## src/rtl/axi_lite_to_dma_pipe_if.sv

```systemverilog
// AXI4-Lite slave channels plus the DMA request/response pins of the bridge, bundled as one port.
// "slave" is the bridge's view; "master" is the view of whatever drives the AXI side and models the DMA.
interface axi_lite_to_dma_pipe_if #(
  parameter int addr_width_p = 64,
  parameter int data_width_p = 64
);
  logic                      awvalid_i;
  logic [addr_width_p-1:0]   awaddr_i;
  logic                      awready_o;
  logic                      wvalid_i;
  logic [data_width_p/8-1:0] wstrb_i;
  logic [data_width_p-1:0]   wdata_i;
  logic                      wready_o;
  logic                      bvalid_o;
  logic [1:0]                bresp_o;
  logic                      bready_i;
  logic                      arvalid_i;
  logic [addr_width_p-1:0]   araddr_i;
  logic                      arready_o;
  logic                      rvalid_o;
  logic [data_width_p-1:0]   rdata_o;
  logic [1:0]                rresp_o;
  logic                      rready_i;
  logic                      ready_i;
  logic                      v_o;
  logic                      we_o;
  logic [addr_width_p-1:0]   addr_o;
  logic [data_width_p/8-1:0] be_o;
  logic [data_width_p-1:0]   data_o;
  logic                      v_i;
  logic [data_width_p-1:0]   data_i;
  logic                      ready_o;

  modport slave (
    input  awvalid_i, awaddr_i, wvalid_i, wstrb_i, wdata_i, bready_i,
    input  arvalid_i, araddr_i, rready_i, ready_i, v_i, data_i,
    output awready_o, wready_o, bvalid_o, bresp_o, arready_o, rvalid_o, rdata_o, rresp_o,
    output v_o, we_o, addr_o, be_o, data_o, ready_o
  );

  modport master (
    output awvalid_i, awaddr_i, wvalid_i, wstrb_i, wdata_i, bready_i,
    output arvalid_i, araddr_i, rready_i, ready_i, v_i, data_i,
    input  awready_o, wready_o, bvalid_o, bresp_o, arready_o, rvalid_o, rdata_o, rresp_o,
    input  v_o, we_o, addr_o, be_o, data_o, ready_o
  );
endinterface

```

## src/rtl/axi_lite_to_dma_pipe.sv

```systemverilog
// AXI4-Lite slave to single-port DMA request bridge; zero-cycle request path, in-order responses.
// Backpressure: AW/W/AR stall on a full response FIFO or (for legal addresses) on ready_i low.

module axi_lite_to_dma_pipe_fifo #(
  parameter int width_p = 1,
  parameter int els_p   = 4
) (
  input  logic               clk_i,
  input  logic               reset_i,
  input  logic               push_i,
  input  logic [width_p-1:0] dat_i,
  input  logic               pop_i,
  output logic [width_p-1:0] dat_o,
  output logic               full_o,
  output logic               empty_o
);
  localparam int ptr_w_lp = $clog2(els_p);

  logic [width_p-1:0]  r_mem [els_p];
  logic [ptr_w_lp-1:0] r_wptr;
  logic [ptr_w_lp-1:0] r_rptr;
  logic [ptr_w_lp:0]   r_cnt;

  // Caller never pushes when full nor pops when empty, so no guarding here.
  always_ff @(posedge clk_i or posedge reset_i) begin
    if (reset_i) begin
      r_wptr <= '0;
      r_rptr <= '0;
      r_cnt  <= '0;
    end else begin
      if (push_i) r_wptr <= r_wptr + 1'b1;
      if (pop_i)  r_rptr <= r_rptr + 1'b1;
      case ({push_i, pop_i})
        2'b10:   r_cnt <= r_cnt + 1'b1;
        2'b01:   r_cnt <= r_cnt - 1'b1;
        default: r_cnt <= r_cnt;
      endcase
    end
  end

  always_ff @(posedge clk_i) begin
    if (push_i) r_mem[r_wptr] <= dat_i;
  end

  assign dat_o   = r_mem[r_rptr];
  assign full_o  = (r_cnt == (ptr_w_lp+1)'(els_p));
  assign empty_o = (r_cnt == '0);
endmodule

module axi_lite_to_dma_pipe #(
  parameter int              addr_width_p = 64,
  parameter int              data_width_p = 64,
  parameter int              els_p        = 4,
  parameter longint unsigned addr_limit_p = 64'h1_0000_0000
) (
  input logic                    clk_i,
  input logic                    reset_i,
  axi_lite_to_dma_pipe_if.slave  bus
);
  localparam logic [64:0] limit_lp = 65'(addr_limit_p);

  typedef enum logic {PRI_W, PRI_R} pri_e;

  pri_e        r_pri;
  pri_e        w_pri_nxt;
  logic        w_aw_err;
  logic        w_ar_err;
  logic        w_w_elig;
  logic        w_r_elig;
  logic        w_grant_w;
  logic        w_grant_r;
  logic        w_b_full;
  logic        w_b_empty;
  logic        w_b_pop;
  logic [1:0]  w_b_head;
  logic        w_t_full;
  logic        w_t_empty;
  logic        w_t_pop;
  logic        w_t_head;

  assign w_aw_err = (65'(bus.awaddr_i) >= limit_lp);
  assign w_ar_err = (65'(bus.araddr_i) >= limit_lp);

  // Decode-error requests never reach the DMA, so they must not wait on ready_i.
  assign w_w_elig = !reset_i && bus.awvalid_i && bus.wvalid_i && !w_b_full
                    && (w_aw_err || bus.ready_i);
  assign w_r_elig = !reset_i && bus.arvalid_i && !w_t_full
                    && (w_ar_err || bus.ready_i);

  assign w_grant_w = w_w_elig && (!w_r_elig || (r_pri == PRI_W));
  assign w_grant_r = w_r_elig && !w_grant_w;

  always_ff @(posedge clk_i or posedge reset_i) begin
    if (reset_i) r_pri <= PRI_W;
    else         r_pri <= w_pri_nxt;
  end

  // Priority only flips on contended cycles; an uncontended grant leaves it alone.
  always_comb begin
    w_pri_nxt = r_pri;
    if (w_w_elig && w_r_elig) begin
      w_pri_nxt = w_grant_w ? PRI_R : PRI_W;
    end
  end

  assign bus.awready_o = w_grant_w;
  assign bus.wready_o  = w_grant_w;
  assign bus.arready_o = w_grant_r;

  assign bus.v_o    = (w_grant_w && !w_aw_err) || (w_grant_r && !w_ar_err);
  assign bus.we_o   = w_grant_w;
  assign bus.addr_o = w_grant_w ? bus.awaddr_i : bus.araddr_i;
  assign bus.be_o   = bus.wstrb_i;
  assign bus.data_o = bus.wdata_i;

  axi_lite_to_dma_pipe_fifo #(.width_p(2), .els_p(els_p)) u_b_fifo (
    .clk_i   (clk_i),
    .reset_i (reset_i),
    .push_i  (w_grant_w),
    .dat_i   (w_aw_err ? 2'b11 : 2'b00),
    .pop_i   (w_b_pop),
    .dat_o   (w_b_head),
    .full_o  (w_b_full),
    .empty_o (w_b_empty)
  );

  assign bus.bvalid_o = !w_b_empty;
  assign bus.bresp_o  = w_b_head;
  assign w_b_pop      = !w_b_empty && bus.bready_i;

  axi_lite_to_dma_pipe_fifo #(.width_p(1), .els_p(els_p)) u_tag_fifo (
    .clk_i   (clk_i),
    .reset_i (reset_i),
    .push_i  (w_grant_r),
    .dat_i   (w_ar_err),
    .pop_i   (w_t_pop),
    .dat_o   (w_t_head),
    .full_o  (w_t_full),
    .empty_o (w_t_empty)
  );

  // An error tag at the head answers on its own; a legal one waits for the DMA beat.
  assign bus.rvalid_o = !w_t_empty && (w_t_head || bus.v_i);
  assign bus.rdata_o  = (!w_t_empty && !w_t_head) ? bus.data_i : '0;
  assign bus.rresp_o  = (!w_t_empty && w_t_head) ? 2'b11 : 2'b00;
  assign bus.ready_o  = !w_t_empty && !w_t_head && bus.rready_i;
  assign w_t_pop      = !w_t_empty && bus.rready_i && (w_t_head || bus.v_i);
endmodule
```

## src/flat_wrapper.sv

```systemverilog
// flat-port wrapper written by rule: the top's interface ports become plain ports
module axi_lite_to_dma_pipe_flat 
#(
  parameter int              addr_width_p = 64,
  parameter int              data_width_p = 64,
  parameter int              els_p        = 4,
  parameter longint unsigned addr_limit_p = 64'h1_0000_0000
)
  (clk_i, reset_i, bus_awvalid_i, bus_awaddr_i, bus_wvalid_i, bus_wstrb_i, bus_wdata_i, bus_bready_i, bus_arvalid_i, bus_araddr_i, bus_rready_i, bus_ready_i, bus_v_i, bus_data_i, bus_awready_o, bus_wready_o, bus_bvalid_o, bus_bresp_o, bus_arready_o, bus_rvalid_o, bus_rdata_o, bus_rresp_o, bus_v_o, bus_we_o, bus_addr_o, bus_be_o, bus_data_o, bus_ready_o);
  axi_lite_to_dma_pipe_if #(.addr_width_p(addr_width_p), .data_width_p(data_width_p)) bus_i ();
  input logic clk_i;
  input logic reset_i;
  input wire logic [$bits(bus_i.awvalid_i)-1:0] bus_awvalid_i;
  input wire logic [$bits(bus_i.awaddr_i)-1:0] bus_awaddr_i;
  input wire logic [$bits(bus_i.wvalid_i)-1:0] bus_wvalid_i;
  input wire logic [$bits(bus_i.wstrb_i)-1:0] bus_wstrb_i;
  input wire logic [$bits(bus_i.wdata_i)-1:0] bus_wdata_i;
  input wire logic [$bits(bus_i.bready_i)-1:0] bus_bready_i;
  input wire logic [$bits(bus_i.arvalid_i)-1:0] bus_arvalid_i;
  input wire logic [$bits(bus_i.araddr_i)-1:0] bus_araddr_i;
  input wire logic [$bits(bus_i.rready_i)-1:0] bus_rready_i;
  input wire logic [$bits(bus_i.ready_i)-1:0] bus_ready_i;
  input wire logic [$bits(bus_i.v_i)-1:0] bus_v_i;
  input wire logic [$bits(bus_i.data_i)-1:0] bus_data_i;
  output wire logic [$bits(bus_i.awready_o)-1:0] bus_awready_o;
  output wire logic [$bits(bus_i.wready_o)-1:0] bus_wready_o;
  output wire logic [$bits(bus_i.bvalid_o)-1:0] bus_bvalid_o;
  output wire logic [$bits(bus_i.bresp_o)-1:0] bus_bresp_o;
  output wire logic [$bits(bus_i.arready_o)-1:0] bus_arready_o;
  output wire logic [$bits(bus_i.rvalid_o)-1:0] bus_rvalid_o;
  output wire logic [$bits(bus_i.rdata_o)-1:0] bus_rdata_o;
  output wire logic [$bits(bus_i.rresp_o)-1:0] bus_rresp_o;
  output wire logic [$bits(bus_i.v_o)-1:0] bus_v_o;
  output wire logic [$bits(bus_i.we_o)-1:0] bus_we_o;
  output wire logic [$bits(bus_i.addr_o)-1:0] bus_addr_o;
  output wire logic [$bits(bus_i.be_o)-1:0] bus_be_o;
  output wire logic [$bits(bus_i.data_o)-1:0] bus_data_o;
  output wire logic [$bits(bus_i.ready_o)-1:0] bus_ready_o;
  assign bus_i.awvalid_i = bus_awvalid_i;
  assign bus_i.awaddr_i = bus_awaddr_i;
  assign bus_i.wvalid_i = bus_wvalid_i;
  assign bus_i.wstrb_i = bus_wstrb_i;
  assign bus_i.wdata_i = bus_wdata_i;
  assign bus_i.bready_i = bus_bready_i;
  assign bus_i.arvalid_i = bus_arvalid_i;
  assign bus_i.araddr_i = bus_araddr_i;
  assign bus_i.rready_i = bus_rready_i;
  assign bus_i.ready_i = bus_ready_i;
  assign bus_i.v_i = bus_v_i;
  assign bus_i.data_i = bus_data_i;
  assign bus_awready_o = bus_i.awready_o;
  assign bus_wready_o = bus_i.wready_o;
  assign bus_bvalid_o = bus_i.bvalid_o;
  assign bus_bresp_o = bus_i.bresp_o;
  assign bus_arready_o = bus_i.arready_o;
  assign bus_rvalid_o = bus_i.rvalid_o;
  assign bus_rdata_o = bus_i.rdata_o;
  assign bus_rresp_o = bus_i.rresp_o;
  assign bus_v_o = bus_i.v_o;
  assign bus_we_o = bus_i.we_o;
  assign bus_addr_o = bus_i.addr_o;
  assign bus_be_o = bus_i.be_o;
  assign bus_data_o = bus_i.data_o;
  assign bus_ready_o = bus_i.ready_o;
  axi_lite_to_dma_pipe #(.addr_width_p(addr_width_p), .data_width_p(data_width_p), .els_p(els_p), .addr_limit_p(addr_limit_p)) u_core (.clk_i(clk_i), .reset_i(reset_i), .bus(bus_i));
endmodule
```

## config.mk

```make
export PLATFORM = sky130hd
export DESIGN_NAME = axi_lite_to_dma_pipe_flat
export DESIGN_NICKNAME = d
export VERILOG_FILES = /design/src/rtl/axi_lite_to_dma_pipe_if.sv /design/src/rtl/axi_lite_to_dma_pipe.sv /design/src/flat_wrapper.sv
export SDC_FILE = /design/constraint.sdc
export NUM_CORES = 1
export LEC_CHECK = 0
export ABC_AREA = 0
export BUFFER_PORTS_ARGS = -buffer_cell sky130_fd_sc_hd__buf_2
export CORE_AREA = 2 2 187 189
export CTS_CLUSTER_DIAMETER = 30
export DETAILED_ROUTE_END_ITERATION = 8
export DIE_AREA = 0 0 189 191
export GPL_TIMING_DRIVEN = 1
export PLACE_DENSITY = 0.33
export SYNTH_ARGS = -nofsm -noshare
export SYNTH_HDL_FRONTEND = slang
export SYNTH_SLANG_ARGS = --single-unit
```

## constraint.sdc

```tcl
create_clock -name clk_i -period 5.1 [get_ports clk_i]
set_input_delay 1.53 -clock clk_i [delete_from_list [all_inputs] [get_ports clk_i]]
set_output_delay 1.53 -clock clk_i [all_outputs]
set_load 0.01 [all_outputs]
```

==> flow_summary.toml <==
[outcome]
status = "finished, final reports clean"

[cells_and_area]
nFillCells = 3831
diodes = 0
seqCellArea_um2 = 616
area_delta_synth_final_pct = 65.4
fin_cells = 1095
multi_input_area_mm2 = 0.00216
final_area_mm2 = 0.00580
drive_above_1_share = 0.727
nets = 926

[clock_tree]
root_buffer = "clkbuf_16"
clkLatencyLatePin_ns = 0.26
clk_pin_slew_ns = 0.07
cts_max_level = 1
clock-sinks = 23
cts_tree = "built"
cts_buffers = 3
clk_path_buf_depth = 2
cts-hold-fix-buffers = 0

[floorplan]
row_count = 68
start_util = 0.103
fp.dieH_um = 191
core_mm2 = 0.0341
dieArea_mm2 = 0.0361
ios = 485
fp.dieW_um = 189

[sta]
setup_viol_count_final = 0
fin_skew_ns = 0.00757
rsz0062_at_grt = "true"
drv_slew = 0
hold_viol = 0
tightest_slew_ns = 0.913
layout_min_cycle_time_ns = 5.08
period_share = 0.997
fmax_mhz = 197
relSlewSlack = 0.390

[hold_path]
hold_path_class = "register to register"

[synthesis]
synthDistinctLibCells = 31
synth_area_leader_cell = "mux2_4"
netlist_top_cells_count = "buf_4, and2_1, mux2_4"
yosys_warnings = 0
yosysTopAreaCellShare = 0.270
syn_nets = 636
netlist_area_mm2 = 0.00350
ys_seq_elements = 23
synthTopCellsByArea = "mux2_4, buf_4, and2_1"
synth_edf_count = 8
synthArstFlopShare = 0.652
yosysMostFrequentCell = "buf_4"
ys.flop_type = "dfrtp_1"
postSynthCellCount = 351
avgSynthCellArea_um2 = 9.98
synth.yosys.seq_area_share = 0.176

[drt]
drt_pass1_iterations = 4
ant_nets = 0
dr_total_vias = 3491
finalWirelength_um = 15000
via_per_inst = 3.19
drtIter0Drc = 72
drc_errors = 0
wl_per_cell_um = 13.7

[worst_setup_path]
cp.arrival_ns = 3.55
crit_required_ns = 3.57
worst_setup_path_start_kind = "input pin"
path_class = "input pin to output pin"
cp_max_fo = 13
end_kind = "output pin"

[flow_run]
cap_viol_max_count = 0

[grt]
grt_pass1_wl_um = 20000
antenna_found_initial = 1
grt_max_degree = 66
grt-ovfl-total = 0
grt_pass1_vias = 3493
grtUsageTotal = 0.0740

[placement]
routabilityCongestion = 0.801
dp.cells = 1081
dpl-instance-area_mm2 = 0.00526
io_buffers = 340
hpwl_um = 13200

[power_and_ir_drop]
max-vdd-ir-drop_mv = 0.142
power_density_mw_per_mm2 = 288
p_leak_uw = 0.00310
[through the flow]
stage / power (µW) / setup TNS (ns) / setup slack, ns / utilization / hold WS [ns]
floorplan: 1090 / 0 / 0.493 / - / 0.453
global placement: 1480 / -7.67 / -0.168 / 0.154 / 0.474
detailed placement: 1460 / -5.04 / -0.135 / 0.154 / 0.478
CTS: 1680 / -0.194 / -0.0243 / 0.165 / 0.490
global route: 1830 / -4.03 / -0.111 / 0.170 / 0.515
finish: 1670 / 0 / 0.0176 / 0.170 / 0.484
[cell usage in the layout, fill, tap and decap left out, types with 2 or more instances in the layout]
| master | synthesis | routed |
|---|---|---|
| fa_1 | 2 | 2 |
| xnor2_1 | 7 | 7 |
| edfxtp_1 | 8 | 8 |
| xor2_1 | 6 | 6 |
| buf_6 | 0 | 28 |
| ha_1 | 10 | 10 |
| buf_4 | 76 | 23 |
| inv_1 | 20 | 20 |
| mux4_2 | 2 | 2 |
| nand2_1 | 4 | 4 |
| buf_2 | 0 | 315 |
| nand4_1 | 4 | 4 |
| o31ai_4 | 1 | 2 |
| inv_2 | 4 | 4 |
| buf_16 | 0 | 2 |
| buf_12 | 6 | 5 |
| nor4_1 | 16 | 6 |
| buf_8 | 2 | 2 |
| or3_1 | 2 | 2 |
| mux2_1 | 3 | 3 |
| mux2_4 | 63 | 63 |
| dfrtp_1 | 15 | 15 |
| and2_1 | 68 | 68 |
| clkbuf_16 | 0 | 4 |
| nor2_1 | 14 | 13 |
| nor4_2 | 0 | 7 |
| a311oi_1 | 2 | 2 |
| nor4_4 | 0 | 3 |
[critical path, stage by stage]
cell and delay, ns:
buf_2 0.12, nor4_4 0.29, buf_4 0.16, nand4_1 0.10
buf_6 0.16, o31ai_4 0.18, o21bai_4 0.18, buf_6 0.18
buf_12 0.17, mux2_1 0.33, buf_2 0.15
[worst paths after layout]
kind                                      startpoint                          end  slack (ns)  depth (start not counted)
setup / recovery                    bus_awaddr_i[52]               bus_addr_o[63]        0.02                         11
min in group asynchronous                    reset_i  u_core.u_tag_fifo.r_rptr[1]        1.38                          2
hold / removal             u_core.u_b_fifo.r_rptr[1]    u_core.u_b_fifo.r_rptr[1]        0.48                          1
setup reg to reg            u_core.u_b_fifo.r_cnt[1]   u_core.u_tag_fifo.r_cnt[2]        2.19                         15
hold reg to reg            u_core.u_b_fifo.r_rptr[1]    u_core.u_b_fifo.r_rptr[1]        0.48                          1
max in group asynchronous                    reset_i    u_core.u_b_fifo.r_rptr[0]        3.31                          2
[power breakdown]
group	internal (µW)	switching [µW]	leakage (µW)	total (µW)
clock	106	69.4	0.0000371	176
combinational	592	578	0.00282	1170
sequential	260	63.7	0.000246	324
[sequential cells by signal, indices dropped and copies added (netlist names)]
signal	count
u_core.u_b_fifo.r_mem	4
u_core.u_tag_fifo.r_rptr	2
u_core.u_tag_fifo.r_mem	4
u_core.u_tag_fifo.r_wptr	2
u_core.u_b_fifo.r_rptr	2
u_core.u_b_fifo.r_cnt	3
u_core.u_tag_fifo.r_cnt	3
u_core.r_pri	1
u_core.u_b_fifo.r_wptr	2
[metal layers]
metal	global-route usage	share of wire
met4	0.00962	0.0086
met5	0	0.00086
met2	0.160	0.55
met1	0.0656	0.32
met3	0.0244	0.12
[final cells by class]
type,instances,area share
timing repair buffer,376,0.392
multi-input combinational,213,0.373
sequential,23,0.106
tap,455,0.0982
inverter,24,0.0155
clock buffer,3,0.0130
clock inverter,1,0.00130
[what timing repair did]
| action | 4_1_cts | 5_1_grt |
|---|---|---|
| setup buffers | 4 | 4 |
| pin swaps | 5 | 8 |
| cloned | 2 | 1 |
| setup endpoints to repair | 64 | 64 |
| gates resized for setup | 36 | 21 |
| endpoints found under the hold margin | 0 | 0 |
[cell families after synthesis]
family,synth area share
buf+inv,0.239
mux,0.295
fa+ha+maj,0.0471
xor+xnor,0.0325
compound gates,0.0271
flops,0.176
simple gates,0.183
Power figures use the tool's default switching activity.
